`src/rtl/bypass_scoreboard_if.sv`:
```
// Pipeline-side bundle for bypass_scoreboard: hazard fields in, forward selects and stalls out.
// Optional stall counters appear only when BYPASS_STALL_CNT_EN is defined.
interface bypass_scoreboard_if #(
  parameter int NUM_STAGES = 2,
  parameter int REG_W      = 5,
  parameter int SEL_W      = 2
);
  logic [REG_W-1:0]            ex_rs1;
  logic [REG_W-1:0]            ex_rs2;
  logic                        ex_rs1_used;
  logic                        ex_rs2_used;
  logic [REG_W-1:0]            ex_rd;
  logic                        ex_is_md;
  logic                        ex_valid;
  logic [NUM_STAGES*REG_W-1:0] stg_rd;
  logic [NUM_STAGES-1:0]       stg_wen;
  logic [NUM_STAGES-1:0]       stg_exc;
  logic                        mem_is_load;
  logic [REG_W-1:0]            mem_store_rd;
  logic                        mem_is_store;
  logic                        md_done;
  logic [SEL_W-1:0]            fwd_a;
  logic [SEL_W-1:0]            fwd_b;
  logic                        dmem_fwd;
  logic                        stall;
  logic                        md_busy;
  logic [REG_W-1:0]            md_rd;
`ifdef BYPASS_STALL_CNT_EN
  logic [31:0]                 stall_cnt;
  logic [31:0]                 md_stall_cnt;
`endif

  modport master (
    output ex_rs1, ex_rs2, ex_rs1_used, ex_rs2_used, ex_rd, ex_is_md, ex_valid,
    output stg_rd, stg_wen, stg_exc, mem_is_load, mem_store_rd, mem_is_store, md_done,
    input  fwd_a, fwd_b, dmem_fwd, stall, md_busy, md_rd
`ifdef BYPASS_STALL_CNT_EN
    , input stall_cnt, md_stall_cnt
`endif
  );

  modport slave (
    input  ex_rs1, ex_rs2, ex_rs1_used, ex_rs2_used, ex_rd, ex_is_md, ex_valid,
    input  stg_rd, stg_wen, stg_exc, mem_is_load, mem_store_rd, mem_is_store, md_done,
    output fwd_a, fwd_b, dmem_fwd, stall, md_busy, md_rd
`ifdef BYPASS_STALL_CNT_EN
    , output stall_cnt, md_stall_cnt
`endif
  );
endinterface

```
`src/rtl/bypass_scoreboard.sv`:
```
// Operand/store-data forwarding, load-use and mult/div stalls, and a one-entry mult/div scoreboard.
// Define BYPASS_STALL_CNT_EN to add saturating stall_cnt / md_stall_cnt counters.
module bypass_scoreboard #(
  parameter int NUM_STAGES = 2,
  parameter int REG_W      = 5,
  parameter int EXC_REG    = 30,
  parameter int SEL_W      = 2
) (
  input logic                clock,
  input logic                reset,
  bypass_scoreboard_if.slave bus
);
  logic [REG_W-1:0]      eff_rd_s [NUM_STAGES];
  logic [NUM_STAGES-1:0] cand_s;
  logic [NUM_STAGES-1:0] match_a_s;
  logic [NUM_STAGES-1:0] match_b_s;
  logic [SEL_W-1:0]      fwd_a_s;
  logic [SEL_W-1:0]      fwd_b_s;
  logic                  dmem_fwd_s;
  logic                  load_use_s;
  logic                  md_raw_s;
  logic                  md_waw_s;
  logic                  md_stall_s;
  logic                  stall_s;
  logic                  capture_s;
  logic                  md_busy_r;
  logic [REG_W-1:0]      md_rd_r;

  // Effective destinations and per-stage source matches; exceptions redirect to EXC_REG.
  always_comb begin
    cand_s    = '0;
    match_a_s = '0;
    match_b_s = '0;
    for (int k = 0; k < NUM_STAGES; k++) begin
      eff_rd_s[k]  = bus.stg_exc[k] ? REG_W'(EXC_REG) : bus.stg_rd[k*REG_W +: REG_W];
      cand_s[k]    = (bus.stg_wen[k] | bus.stg_exc[k]) & (eff_rd_s[k] != '0);
      match_a_s[k] = cand_s[k] & bus.ex_rs1_used & (bus.ex_rs1 != '0) & (eff_rd_s[k] == bus.ex_rs1);
      match_b_s[k] = cand_s[k] & bus.ex_rs2_used & (bus.ex_rs2 != '0) & (eff_rd_s[k] == bus.ex_rs2);
    end
  end

  // Walk from the farthest stage inward so the nearest matching stage overrides.
  always_comb begin
    fwd_a_s = '0;
    fwd_b_s = '0;
    for (int k = NUM_STAGES - 1; k >= 0; k--) begin
      fwd_a_s = match_a_s[k] ? SEL_W'(k + 1) : fwd_a_s;
      fwd_b_s = match_b_s[k] ? SEL_W'(k + 1) : fwd_b_s;
    end
  end

  // Store-data bypass from writeback and the combined stall.
  always_comb begin
    dmem_fwd_s = bus.mem_is_store & cand_s[NUM_STAGES-1] & (bus.mem_store_rd != '0)
               & (eff_rd_s[NUM_STAGES-1] == bus.mem_store_rd);
    load_use_s = bus.mem_is_load & bus.stg_wen[0] & (bus.stg_rd[REG_W-1:0] != '0)
               & ((bus.ex_rs1_used & (bus.ex_rs1 == bus.stg_rd[REG_W-1:0]))
                | (bus.ex_rs2_used & (bus.ex_rs2 == bus.stg_rd[REG_W-1:0])));
    // A pending r0 mult/div never creates a true dependency.
    md_raw_s   = (md_rd_r != '0)
               & ((bus.ex_rs1_used & (bus.ex_rs1 == md_rd_r))
                | (bus.ex_rs2_used & (bus.ex_rs2 == md_rd_r)));
    md_waw_s   = (bus.ex_rd != '0) & (bus.ex_rd == md_rd_r);
    md_stall_s = md_busy_r & bus.ex_valid & (md_raw_s | md_waw_s | bus.ex_is_md);
    stall_s    = load_use_s | md_stall_s;
    capture_s  = bus.ex_valid & bus.ex_is_md & ~stall_s;
  end

  // Scoreboard entry: a new capture takes priority over a completing md_done.
  always_ff @(posedge clock or posedge reset) begin
    if (reset) begin
      md_busy_r <= 1'b0;
      md_rd_r   <= '0;
    end else if (capture_s) begin
      md_busy_r <= 1'b1;
      md_rd_r   <= bus.ex_rd;
    end else if (bus.md_done) begin
      md_busy_r <= 1'b0;
    end
  end

  assign bus.fwd_a    = fwd_a_s;
  assign bus.fwd_b    = fwd_b_s;
  assign bus.dmem_fwd = dmem_fwd_s;
  assign bus.stall    = stall_s;
  assign bus.md_busy  = md_busy_r;
  assign bus.md_rd    = md_rd_r;

`ifdef BYPASS_STALL_CNT_EN
  logic [31:0] stall_cnt_r;
  logic [31:0] md_stall_cnt_r;

  // Saturating stall-cycle counters.
  always_ff @(posedge clock or posedge reset) begin
    if (reset) begin
      stall_cnt_r    <= 32'd0;
      md_stall_cnt_r <= 32'd0;
    end else begin
      if (stall_s && (stall_cnt_r != 32'hFFFF_FFFF)) begin
        stall_cnt_r <= stall_cnt_r + 32'd1;
      end
      if (md_stall_s && (md_stall_cnt_r != 32'hFFFF_FFFF)) begin
        md_stall_cnt_r <= md_stall_cnt_r + 32'd1;
      end
    end
  end

  assign bus.stall_cnt    = stall_cnt_r;
  assign bus.md_stall_cnt = md_stall_cnt_r;
`endif
endmodule

```
`src/flat_wrapper.sv`:
```
// flat-port wrapper written by rule: the top's interface ports become plain ports
module bypass_scoreboard_flat 
#(
  parameter int NUM_STAGES = 2,
  parameter int REG_W      = 5,
  parameter int EXC_REG    = 30,
  parameter int SEL_W      = 2
)
  (clock, reset, bus_ex_rs1, bus_ex_rs2, bus_ex_rs1_used, bus_ex_rs2_used, bus_ex_rd, bus_ex_is_md, bus_ex_valid, bus_stg_rd, bus_stg_wen, bus_stg_exc, bus_mem_is_load, bus_mem_store_rd, bus_mem_is_store, bus_md_done, bus_fwd_a, bus_fwd_b, bus_dmem_fwd, bus_stall, bus_md_busy, bus_md_rd);
  bypass_scoreboard_if #(.NUM_STAGES(NUM_STAGES), .REG_W(REG_W), .SEL_W(SEL_W)) bus_i ();
  input logic clock;
  input logic reset;
  input wire logic [$bits(bus_i.ex_rs1)-1:0] bus_ex_rs1;
  input wire logic [$bits(bus_i.ex_rs2)-1:0] bus_ex_rs2;
  input wire logic [$bits(bus_i.ex_rs1_used)-1:0] bus_ex_rs1_used;
  input wire logic [$bits(bus_i.ex_rs2_used)-1:0] bus_ex_rs2_used;
  input wire logic [$bits(bus_i.ex_rd)-1:0] bus_ex_rd;
  input wire logic [$bits(bus_i.ex_is_md)-1:0] bus_ex_is_md;
  input wire logic [$bits(bus_i.ex_valid)-1:0] bus_ex_valid;
  input wire logic [$bits(bus_i.stg_rd)-1:0] bus_stg_rd;
  input wire logic [$bits(bus_i.stg_wen)-1:0] bus_stg_wen;
  input wire logic [$bits(bus_i.stg_exc)-1:0] bus_stg_exc;
  input wire logic [$bits(bus_i.mem_is_load)-1:0] bus_mem_is_load;
  input wire logic [$bits(bus_i.mem_store_rd)-1:0] bus_mem_store_rd;
  input wire logic [$bits(bus_i.mem_is_store)-1:0] bus_mem_is_store;
  input wire logic [$bits(bus_i.md_done)-1:0] bus_md_done;
  output wire logic [$bits(bus_i.fwd_a)-1:0] bus_fwd_a;
  output wire logic [$bits(bus_i.fwd_b)-1:0] bus_fwd_b;
  output wire logic [$bits(bus_i.dmem_fwd)-1:0] bus_dmem_fwd;
  output wire logic [$bits(bus_i.stall)-1:0] bus_stall;
  output wire logic [$bits(bus_i.md_busy)-1:0] bus_md_busy;
  output wire logic [$bits(bus_i.md_rd)-1:0] bus_md_rd;
  assign bus_i.ex_rs1 = bus_ex_rs1;
  assign bus_i.ex_rs2 = bus_ex_rs2;
  assign bus_i.ex_rs1_used = bus_ex_rs1_used;
  assign bus_i.ex_rs2_used = bus_ex_rs2_used;
  assign bus_i.ex_rd = bus_ex_rd;
  assign bus_i.ex_is_md = bus_ex_is_md;
  assign bus_i.ex_valid = bus_ex_valid;
  assign bus_i.stg_rd = bus_stg_rd;
  assign bus_i.stg_wen = bus_stg_wen;
  assign bus_i.stg_exc = bus_stg_exc;
  assign bus_i.mem_is_load = bus_mem_is_load;
  assign bus_i.mem_store_rd = bus_mem_store_rd;
  assign bus_i.mem_is_store = bus_mem_is_store;
  assign bus_i.md_done = bus_md_done;
  assign bus_fwd_a = bus_i.fwd_a;
  assign bus_fwd_b = bus_i.fwd_b;
  assign bus_dmem_fwd = bus_i.dmem_fwd;
  assign bus_stall = bus_i.stall;
  assign bus_md_busy = bus_i.md_busy;
  assign bus_md_rd = bus_i.md_rd;
  bypass_scoreboard #(.NUM_STAGES(NUM_STAGES), .REG_W(REG_W), .EXC_REG(EXC_REG), .SEL_W(SEL_W)) u_core (.clock(clock), .reset(reset), .bus(bus_i));
endmodule
```
`config.mk`:
```
export PLATFORM = sky130hd
export DESIGN_NAME = bypass_scoreboard_flat
export DESIGN_NICKNAME = d
export VERILOG_FILES = /design/src/rtl/bypass_scoreboard_if.sv /design/src/rtl/bypass_scoreboard.sv /design/src/flat_wrapper.sv
export SDC_FILE = /design/constraint.sdc
export NUM_CORES = 1
export LEC_CHECK = 0
export CORE_MARGIN = 2
export CORE_UTILIZATION = 41
export DETAILED_ROUTE_END_ITERATION = 8
export MAX_ROUTING_LAYER = met4
export PLACE_DENSITY = 0.81
export SETUP_SLACK_MARGIN = 0.02
export SYNTH_ARGS = -nofsm -noshare
export SYNTH_HDL_FRONTEND = slang
export SYNTH_SLANG_ARGS = --single-unit
```
`constraint.sdc`:
```
create_clock -name clock -period 2.15 [get_ports clock]
set_input_delay 0.43 -clock clock [delete_from_list [all_inputs] [get_ports clock]]
set_output_delay 0.43 -clock clock [all_outputs]
set_load 0.01 [all_outputs]
```
Yosys cells after proc, flatten, opt, wreduce, memory -nomap -nowiden
Index checks and enable logic that the tools add are counted.
Widths: inputs -> output; s select.
Word-level totals
  flip-flop bits (word level): 6
  output and inout bits: 12
Cells by class
  eq/ne operators: 10
  mux-type cells: 8
  bitwise gates (word level): 38
  reductions and logical operators: 9
Operators with widths (number)
  $eq 5x5->1: 10
  $reduce_bool 5->1: 8
  $and 1x1->1: 30
  $mux 5: 2
  $mux 2: 4
  $or 1x1->1: 7
  $mux 1: 2
  $reduce_bool 2->1: 1
  $not 1->1: 1

Depth between registers and ports, before layout
  word-level depth: 11
  depth in mapped cells: 6
  gate-level depth less buffers: 5

Least setup slack after synthesis
Ideal clock, no wire load.
  path kind: input to output
  from: in bus_stg_rd[1]
  to: out bus_fwd_a[1]
  arrival: 1717 ps
  slack: 3 ps
  stages on the path: 5
  path buffers: 0
  cells stage by stage: or4_4 > o21ai_0 > o31a_1 > a2111oi_2 > a2111oi_2
Between the ends
  cells in the longest elaborated chain, start to end: 7
Ends and longest elaborated chain
  from (decl): line flat_wrapper.sv:20  | input wire logic [$bits(bus_i.stg_rd)-1:0] bus_stg_rd;
  $mux 5 (*): line bypass_scoreboard.sv:35  | eff_rd_s[k] = bus.stg_exc[k] ? REG_W'(EXC_REG) : bus.stg_rd[k*REG_W +: REG_W];
  $reduce_bool 5->1: line bypass_scoreboard.sv:36  | cand_s[k] = (bus.stg_wen[k] | bus.stg_exc[k]) & (eff_rd_s[k] != '0);
  $and 1x1->1: line bypass_scoreboard.sv:36
  $and 1x1->1 (2 in a row): line bypass_scoreboard.sv:37  | match_a_s[k] = cand_s[k] & bus.ex_rs1_used & (bus.ex_rs1 != '0) & (eff_rd_s[k] == bus.ex_rs1);
  $and 1x1->1 (*): line bypass_scoreboard.sv:37
  $mux 2 (*): line bypass_scoreboard.sv:47  | fwd_a_s = match_a_s[k] ? SEL_W'(k + 1) : fwd_a_s;
  to (decl): line flat_wrapper.sv:27  | output wire logic [$bits(bus_i.fwd_a)-1:0] bus_fwd_a;
Mark *: on every way between the ends. The rest lies on a longest branch, timed or not.

Worst setup path after layout
Same ends and word-level chain as after synthesis.

==> reports/metrics.cfg <==
[worst_setup_path]
cp.required_ps = 1720
cp_data_arrival_time_ps = 2010
crit_buf_inv = 2
cp_max_fo = 2
critPathMaxStageDelay_ps = 530
crit_type = in2out
worst_setup_path_end_kind = primary output
cp_cell_sequence = buf_4, or4_4, o21ai_2, o31a_1, a2111oi_4, a2111oi_2, buf_2
cp_slowest_cell = or4_4
crit_family = compound AO/OA/AOI/OAI gates
startpoint_type = input pin

[placed_design]
place_hpwl_um = 3399
placed_area_sq_um = 2072
gpl.final_weighted_congestion = 0.9802
dp_slack_ps = -930.9
dp_cells = 276
port_buffers = 54

[grt]
track_usage_pct = 36.24
grt-ovfl-total = 0
antenna_found_initial = 0
grt_pass1_vias = 1845
grt_pass1_wl_um = 8742
grt_max_degree = 8

[timing]
skew_ps = 1.980
fin_hold_ws_ps = 396.1
slew_violations = 0
tns_ps = -1530
rsz0062_at_grt = true
layout_min_cycle_time_ps = 2444
setup_violations = 11
finalHoldViolCount = 0
worst_slew_pin_slew_ps = 335.0
min_period_over_period_pct = 113.7
maxSlewHeadroom_pct = 77.67
layout_setup_ws_ps = -293.5
fmax_mhz = 409.2

[final_layout]
nets = 302
layout_common_cells = 53 x buf_4, 20 x clkdlybuf4s50_1, 18 x xnor2_1, 13 x buf_2, 13 x buf_6
final_area_sq_um = 2340
drive_gt1_share_pct = 49.03
fin_util_pct = 92.76
final_common_cell = buf_4
antenna_cells = 0
syn2layout_area_growth_pct = 109.6
instances_no_fill = 287

[power]
swShare_pct = 39.74
p_int_uw = 557.9
peakVddDrop_uv = 479.9
p_leak_nw = 1.017
power_density_nw_per_um2 = 395.7
fin_total_pwr_uw = 925.8
p_comb_share_pct = 69.4
clkPwrFrac_pct = 11.1
p_sw_uw = 367.9
p_seq_share_pct = 19.5

[floorplan]
die_width_um = 56.18
die-area_sq_um = 3156
io_pins = 55
rows = 18
start_util_pct = 44.25
chipHeight_um = 56.18
core_sq_um = 2522

[synth]
syn_nets = 189
yosysTopAreaCellShare_pct = 18.83
yosysTopAreaCell = xnor2_1
ys_seq_elements = 6
syn_inst = 146
synth_simple_gate_area_share_pct = 25.34
synth_compound_area_share_pct = 27.35
synth_cell_types = 40
synth_edf_count = 0
async_reset_ff_share_pct = 100.0
syn_area_sq_um = 1116
synth_xor_xnor_area_share_pct = 21.97
synth_fa_ha_area_share_pct = 0
synth.area.mux_share_pct = 6.054
synth_ff_type = dfrtp_1
yosysSeqAreaShare_pct = 13.45
yosysWarnings = 0
synth_top_family_by_area = compound AO/OA/AOI/OAI gates
yosys-top-cells-area = xnor2_1 19%, dfrtp_1 13%, mux2_2 6.1%, o21ai_0 4.5%, a21oi_1 4.0%
avgSynthCellArea_sq_um = 7.644

[drt]
wl_per_cell_um = 22.94
drc = 0
vias_per_cell = 6.666
num_vias = 1913
dr.pass1.iters = 5
drt-total-wl_um = 6583
ant_nets = 0
drtIter0Drc = 151

[clock_tree]
holdBufCountCts = 0
cts.clk_slew.worst_paths_ps = 40
clock_path_buffers = 2
numCtsBuffers = 3
cts_tree = done
cts-root-buf = clkbuf_4
cts.htree.levels = 1
cts_sinks = 6
insertion_delay_ps = 250

[worst_hold_path]
hp-class = in2async

[status]
run_status = complete, but fails checks
violations = negative setup slack

[job]
drv_cap = 0

## timing repair
item	CTS	global route
gates resized for setup	119	35
endpoints found under the setup margin	12	11
setup buffers	6	3
pin swaps	23	13
## worst reg2reg max path, delay by kind of cell, from the launching register on
family | cells | cell delay, ps
flops | 1 | 380
mux | 1 | 350
compound gates | 1 | 190
buf+inv | 1 | 110
## flip-flops by register name (all words and copies together), names as in the netlist
register	flops
u_core.bus.md_busy	1
u_core.bus.md_rd	5
## final cells by class
cell class / count / area, sq um
inverters: 7 / 26.28
repair buffers: 117 / 967.2
well taps: 30 / 37.54
clock buffers: 3 / 22.52
fillers: 89 / 182.7
multi-input cells: 124 / 1136
flip-flops and latches: 6 / 150.1
## power by group through the flow
stage	Sequential (mW)	Combinational [mW]	Clock (mW)
2_1_floorplan	0.187	0.202	0
3_3_place_gp	0.168	0.512	0
3_5_place_dp	0.170	0.527	0
4_1_cts	0.169	0.561	0.106
5_1_grt	0.182	0.673	0.120
6_report	0.180	0.643	0.103
## logic make-up after synthesis
family,count (synthesis)
AND/OR/NAND/NOR,50
AO/OA/AOI/OAI,40
multiplexers,6
XOR/XNOR,28
buffers and inverters,16
flip-flops,6
## cell usage after synthesis, types with 5 or more instances
master    number
xnor2_1       24
nand2_1       11
clkbuf_1       5
nand2b_1       5
a21oi_1        9
nor3_1         6
mux2_2         6
dfrtp_1        6
o21ai_0       10
inv_1          7
nor2_1         5
## worst paths after layout
path | cells after the start | startpoint | to | slack, ps
max in group asynchronous | 2 | reset | u_core.bus.md_busy$_DFFE_PP0P_ | 1560
min in group clock | 2 | u_core.bus.md_busy$_DFFE_PP0P_ | u_core.bus.md_busy$_DFFE_PP0P_ | 640
setup / recovery | 7 | bus_stg_rd[1] | bus_fwd_a[1] | -290
setup reg to reg | 3 | u_core.bus.md_busy$_DFFE_PP0P_ | u_core.bus.md_rd[3]$_DFFE_PP0P_ | 1000
hold / removal | 2 | reset | u_core.bus.md_rd[0]$_DFFE_PP0P_ | 400
hold reg to reg | 2 | u_core.bus.md_busy$_DFFE_PP0P_ | u_core.bus.md_busy$_DFFE_PP0P_ | 640
## routing by layer
layer | vias up | wire, um | global-route usage [%]
met1 | 863 | 2138 | 37.24
met3 | 91 | 689 | 4.884
met5 | - | 0 | -
li1 | 767 | - | -
met2 | 192 | 3015 | 62.35
met4 | 0 | 739 | 26.87
Power figures use the tool's default switching activity.
